===== src/rtl/div_pkg.sv =====
// ============================================================================
// Module : div_pkg
// Shared state encodings and default width for the restoring divider.
// Rev    : 1.0
// ============================================================================
`default_nettype none

package div_pkg;

  localparam int DEFAULT_N = 8;

  typedef enum logic [1:0] {
    IDLE = 2'd0,
    BUSY = 2'd1,
    DONE = 2'd2
  } state_t;

endpackage

`default_nettype wire


===== src/rtl/seq_restoring_divider.sv =====
// ============================================================================
// Module : seq_restoring_divider
// Multi-cycle unsigned restoring divider driving an external add/sub stage.
// Rev    : 1.0
// ============================================================================
`default_nettype none

module seq_restoring_divider
  import div_pkg::*;
#(
  parameter int N = DEFAULT_N
) (
  input  logic         clk,
  input  logic         rst_n,
  input  logic         in_valid,
  output logic         in_ready,
  input  logic [N-1:0] dividend,
  input  logic [N-1:0] divisor,
  output logic         out_valid,
  input  logic         out_ready,
  output logic [N-1:0] quotient,
  output logic [N-1:0] remainder,
  output logic         dbz,
  output logic [N-1:0] add_x,
  output logic [N-1:0] add_y,
  output logic         add_sel,
  input  logic [N-1:0] add_s,
  input  logic         add_c
);

  localparam int CNT_W = $clog2(N) + 1;
  localparam logic [CNT_W-1:0] C_LAST = CNT_W'(N - 1);

  state_t         r_state;
  state_t         w_next_state;
  logic [N-1:0]   r_rem;
  logic [N-1:0]   r_quo;
  logic [N-1:0]   r_div;
  logic [CNT_W-1:0] r_cnt;
  logic           r_dbz;
  logic           w_ge;
  logic           w_last;
  logic [N-1:0]   w_rem_step;
  logic [N-1:0]   w_quo_step;

  assign add_x   = {r_rem[N-2:0], r_quo[N-1]};
  assign add_y   = r_div;
  assign add_sel = 1'b1;

  // A set msb means the shifted value is at least 2^N, so it always exceeds D.
  assign w_ge       = r_rem[N-1] | add_c;
  assign w_rem_step = w_ge ? add_s : add_x;
  assign w_quo_step = {r_quo[N-2:0], w_ge};
  assign w_last     = (r_cnt == C_LAST);

  assign in_ready  = (r_state == IDLE);
  assign out_valid = (r_state == DONE);

  always_ff @(posedge clk or negedge rst_n) begin
    if (!rst_n) begin
      r_state <= IDLE;
    end else begin
      r_state <= w_next_state;
    end
  end

  always_comb begin
    w_next_state = r_state;
    case (r_state)
      IDLE:    if (in_valid) w_next_state = BUSY;
      BUSY:    if (w_last) w_next_state = DONE;
      DONE:    if (out_ready) w_next_state = IDLE;
      default: w_next_state = IDLE;
    endcase
  end

  always_ff @(posedge clk or negedge rst_n) begin
    if (!rst_n) begin
      r_rem     <= '0;
      r_quo     <= '0;
      r_div     <= '0;
      r_cnt     <= '0;
      r_dbz     <= 1'b0;
      quotient  <= '0;
      remainder <= '0;
      dbz       <= 1'b0;
    end else begin
      case (r_state)
        IDLE: begin
          if (in_valid) begin
            r_rem <= '0;
            r_quo <= dividend;
            r_div <= divisor;
            r_cnt <= '0;
            r_dbz <= (divisor == '0);
          end
        end
        BUSY: begin
          r_rem <= w_rem_step;
          r_quo <= w_quo_step;
          r_cnt <= r_cnt + 1'b1;
          // Published outputs only change when a new result is presented.
          if (w_last) begin
            quotient  <= w_quo_step;
            remainder <= w_rem_step;
            dbz       <= r_dbz;
          end
        end
        default: ;
      endcase
    end
  end

endmodule

`default_nettype wire


===== config.mk =====
export PLATFORM = sky130hd
export DESIGN_NAME = seq_restoring_divider
export DESIGN_NICKNAME = d
export VERILOG_FILES = /design/src/rtl/div_pkg.sv /design/src/rtl/seq_restoring_divider.sv
export SDC_FILE = /design/constraint.sdc
export NUM_CORES = 1
export LEC_CHECK = 0
export BUFFER_PORTS_ARGS = -buffer_cell sky130_fd_sc_hd__buf_2
export CAP_MARGIN = 40
export CELL_PAD_IN_SITES_DETAIL_PLACEMENT = 0
export CELL_PAD_IN_SITES_GLOBAL_PLACEMENT = 1
export CORE_ASPECT_RATIO = 1.1
export CORE_MARGIN = 8
export CORE_UTILIZATION = 43
export DETAILED_ROUTE_END_ITERATION = 8
export PLACE_DENSITY = 0.82
export SETUP_SLACK_MARGIN = 0.3
export SYNTH_ARGS = -nofsm -noshare
export SYNTH_HDL_FRONTEND = slang
export SYNTH_SLANG_ARGS = --single-unit

===== constraint.sdc =====
create_clock -name clk -period 3.8 [get_ports clk]
set_clock_uncertainty 0.1 [all_clocks]
set_input_delay 0.76 -clock clk [delete_from_list [all_inputs] [get_ports clk]]
set_output_delay 0.76 -clock clk [all_outputs]
set_load 0.05 [all_outputs]

==> results.py <==
metrics = {
    "status": {
        "status": "finished clean",
    },
    "pwr": {
        "power_frac_clock_pct": 14.2,
        "pwr_density_cell_nw_per_um2": 1010,
        "power.internal_uw": 1400,
        "p_sw_share_pct": 47.9,
        "p_seq_share_pct": 34.5,
        "power_switching_uw": 1290,
        "p_comb_share_pct": 51.4,
        "p_leak_uw": 0.00129,
        "vdd_drop_max_v": 0.000395,
    },
    "timing": {
        "max_freq_mhz": 437,
        "maxSlewViolCount": 0,
        "tns_ns": 0,
        "worst_slack_ns": 1.51,
        "finalHoldViolations": 0,
        "finalCritPeriodShare_pct": 60.2,
        "timing.final.crit_period_ns": 2.29,
        "maxSlewHeadroom_pct": 50.0,
        "finalSetupViolCount": 0,
        "fin_hold_ws_ns": 0.254,
        "rsz0062_at_grt": "false",
        "worstMarginPinSlew_ns": 0.750,
    },
    "synthesis": {
        "syn_inst": 185,
        "ys_top_cells_by_area": "dfrtp_1 53%, mux2_2 11%, mux2_4 6.0%",
        "yosys_warnings": 0,
        "yosysTopAreaCellShare_pct": 53.3,
        "synth_edf_count": 0,
        "ys_seq_area_share_pct": 53.3,
        "synth_cell_types": 32,
        "synth_seq_cells": 48,
        "ys_top_cells_by_count": "48 x dfrtp_1, 23 x mux2_2, 14 x o21ai_0",
        "synth_nets": 215,
        "synth_most_common_cell": "dfrtp_1",
        "synthFlopType": "dfrtp_1",
        "avgSynthCellArea_um2": 12.2,
        "synth_top_area_cell": "dfrtp_1",
        "synthArstFlopShare_pct": 100,
        "netlist_area_um2": 2250,
    },
    "setup_path": {
        "critPathLaunchType": "flip-flop",
        "slowest_delay_ns": 0.64,
        "worst-setup-path-type": "reg -> out",
        "required_ns": 2.94,
        "slowest_stage": "dfrtp_1",
        "worstPathMaxFanout": 16,
        "crit_chain": "nor2b_1 > buf_2",
        "worst_setup_path_end_kind": "output port",
        "path_delay_family": "flip-flops",
        "crit_buf_inv": 1,
        "cp.arrival_ns": 1.43,
    },
    "floorplanning": {
        "start_util_pct": 44.8,
        "dieArea_um2": 7820,
        "chipHeight_um": 91.9,
        "core_area_um2": 5030,
        "rows": 27,
        "num_io_pins": 65,
        "die_w_um": 85.0,
    },
    "global_route": {
        "grt_max_degree": 36,
        "grt_pass1_vias": 1698,
        "overflow": 0,
        "antenna_found_initial": 0,
        "track_usage_pct": 13.1,
        "grt_pass1_wl_um": 8290,
    },
    "layout": {
        "multiInputGateArea_um2": 908,
        "syn_to_final_growth_pct": 18.5,
        "fin_util_pct": 53.1,
        "fillCellCount": 453,
        "final_nets": 269,
        "antennaDiodeCount": 0,
        "ff_latch_area_um2": 1200,
        "drive_above_1_share_pct": 45.8,
    },
    "clock_tree": {
        "cts_buffer_depth": 2,
        "ctsResizeCount": 0,
        "cts_hold_buffers": 0,
        "cts_setup_buffers": 0,
        "clock_latency_ns": 0.30,
        "cts_root_buf": "clkbuf_8",
        "cts_tree": "built",
        "clk_pin_slew_worst_paths_ns": 0.09,
        "cts_made_buffers": 5,
        "cts_max_level": 2,
        "numClockSinks": 48,
    },
    "run": {
        "cap_viol_max_count": 0,
    },
    "placed_design": {
        "routabilityCongestion": 0.700,
        "place_ws_ns": 1.49,
        "port_buffers": 63,
        "post-dp-hpwl_um": 3460,
    },
    "detailed_routing": {
        "drt_iter0_drc": 74,
        "first_pass_iters": 4,
        "ant_nets": 0,
        "routed_wl_um": 4790,
        "drc": 0,
        "num_vias": 1557,
        "wl_per_cell_um": 16.1,
        "viasPerCell": 5.22,
    },
    "hold_path": {
        "hp-class": "in -> async",
    },
}
-- state kept, by name, indices dropped and copies added, names as in the netlist --
signal	count
r_quo	8
r_state	2
add_y	8
quotient	8
r_cnt	4
remainder	8
r_dbz	1
r_rem	8
dbz	1
-- layout make-up --
type	count	share of cell area (%)
Timing Repair Buffer	67	13.4
Clock inverter	2	1.45
Multi-Input combinational cell	114	34.0
Tap cell	58	2.72
Inverter	3	0.421
Clock buffer	6	3.09
Sequential cell	48	44.9
-- metrics by stage --
stage,area (um2),instances,power [uW]
after detailed placement,2550,290,2340
final,2670,298,2690
after CTS,2670,298,2720
after floorplan,2250,185,2070
after global placement,2520,288,2310
after global routing,2670,298,2840
-- metal layers --
metal | vias to the layer above | global-route usage, % | part of all wire, %
li1 | 758 | - | -
met1 | 746 | 15.6 | 45
met2 | 49 | 21.4 | 48
met3 | 4 | 4.82 | 6.5
met4 | 0 | 4.01 | 1.1
met5 | - | 0 | 0
-- power by group through the flow --
stage / registers (uW) / clock network, uW / logic (uW)
after detailed placement: 938 / 0 / 1400
after global routing: 964 / 412 / 1470
after global placement: 930 / 0 / 1380
after CTS: 930 / 393 / 1400
final: 926 / 381 / 1380
after floorplan: 1330 / 0 / 740
-- path summary, 6_finish.rpt --
kind                            slack (ns)  depth (start not counted)                 endpoint                    from
worst max-delay path                  1.51                          2                out_valid  r_state[1]$_DFFE_PN0P_
min in group clk                      0.41                          1     add_y[6]$_DFFE_PN0P_    add_y[6]$_DFFE_PN0P_
worst min register to register        0.41                          1     add_y[6]$_DFFE_PN0P_    add_y[6]$_DFFE_PN0P_
worst max register to register        1.55                          3  quotient[6]$_DFFE_PN0P_  r_state[0]$_DFFE_PN0P_
worst min-delay path                  0.25                          1     add_y[7]$_DFFE_PN0P_                   rst_n
max in group asynchronous             2.86                          2     add_y[0]$_DFFE_PN0P_                   rst_n
-- cells by family after synthesis --
| logic type | Yosys count | synth area share, % |
|---|---|---|
| AOI/OAI and AO/OA | 44 | 12.4 |
| DFF | 48 | 53.3 |
| buffers and inverters | 23 | 6.66 |
| muxes | 32 | 17.5 |
| xor gates and xnor gates | 1 | 0.389 |
| and+or+nand+nor | 35 | 9.05 |
| adders and majority gates | 1 | 0.555 |
| other | 1 | 0.166 |
-- cells in the final DEF (no fill, tap or decap), types with 2 or more instances in the layout --
cell	Yosys	routed
a21o_1	2	2
a21oi_1	9	9
dfrtp_1	48	48
o2bb2ai_1	7	7
o22ai_1	2	2
buf_2	5	63
nor2_1	2	2
mux2_4	9	9
buf_4	9	3
mux2_2	23	23
clkbuf_8	0	6
nand3_1	2	2
o21ai_0	14	14
nor2b_1	9	9
nand2_1	13	13
a22oi_1	7	7
inv_1	3	3
nor4_1	2	2
No activity file was read; power rests on OpenSTA's default activity.
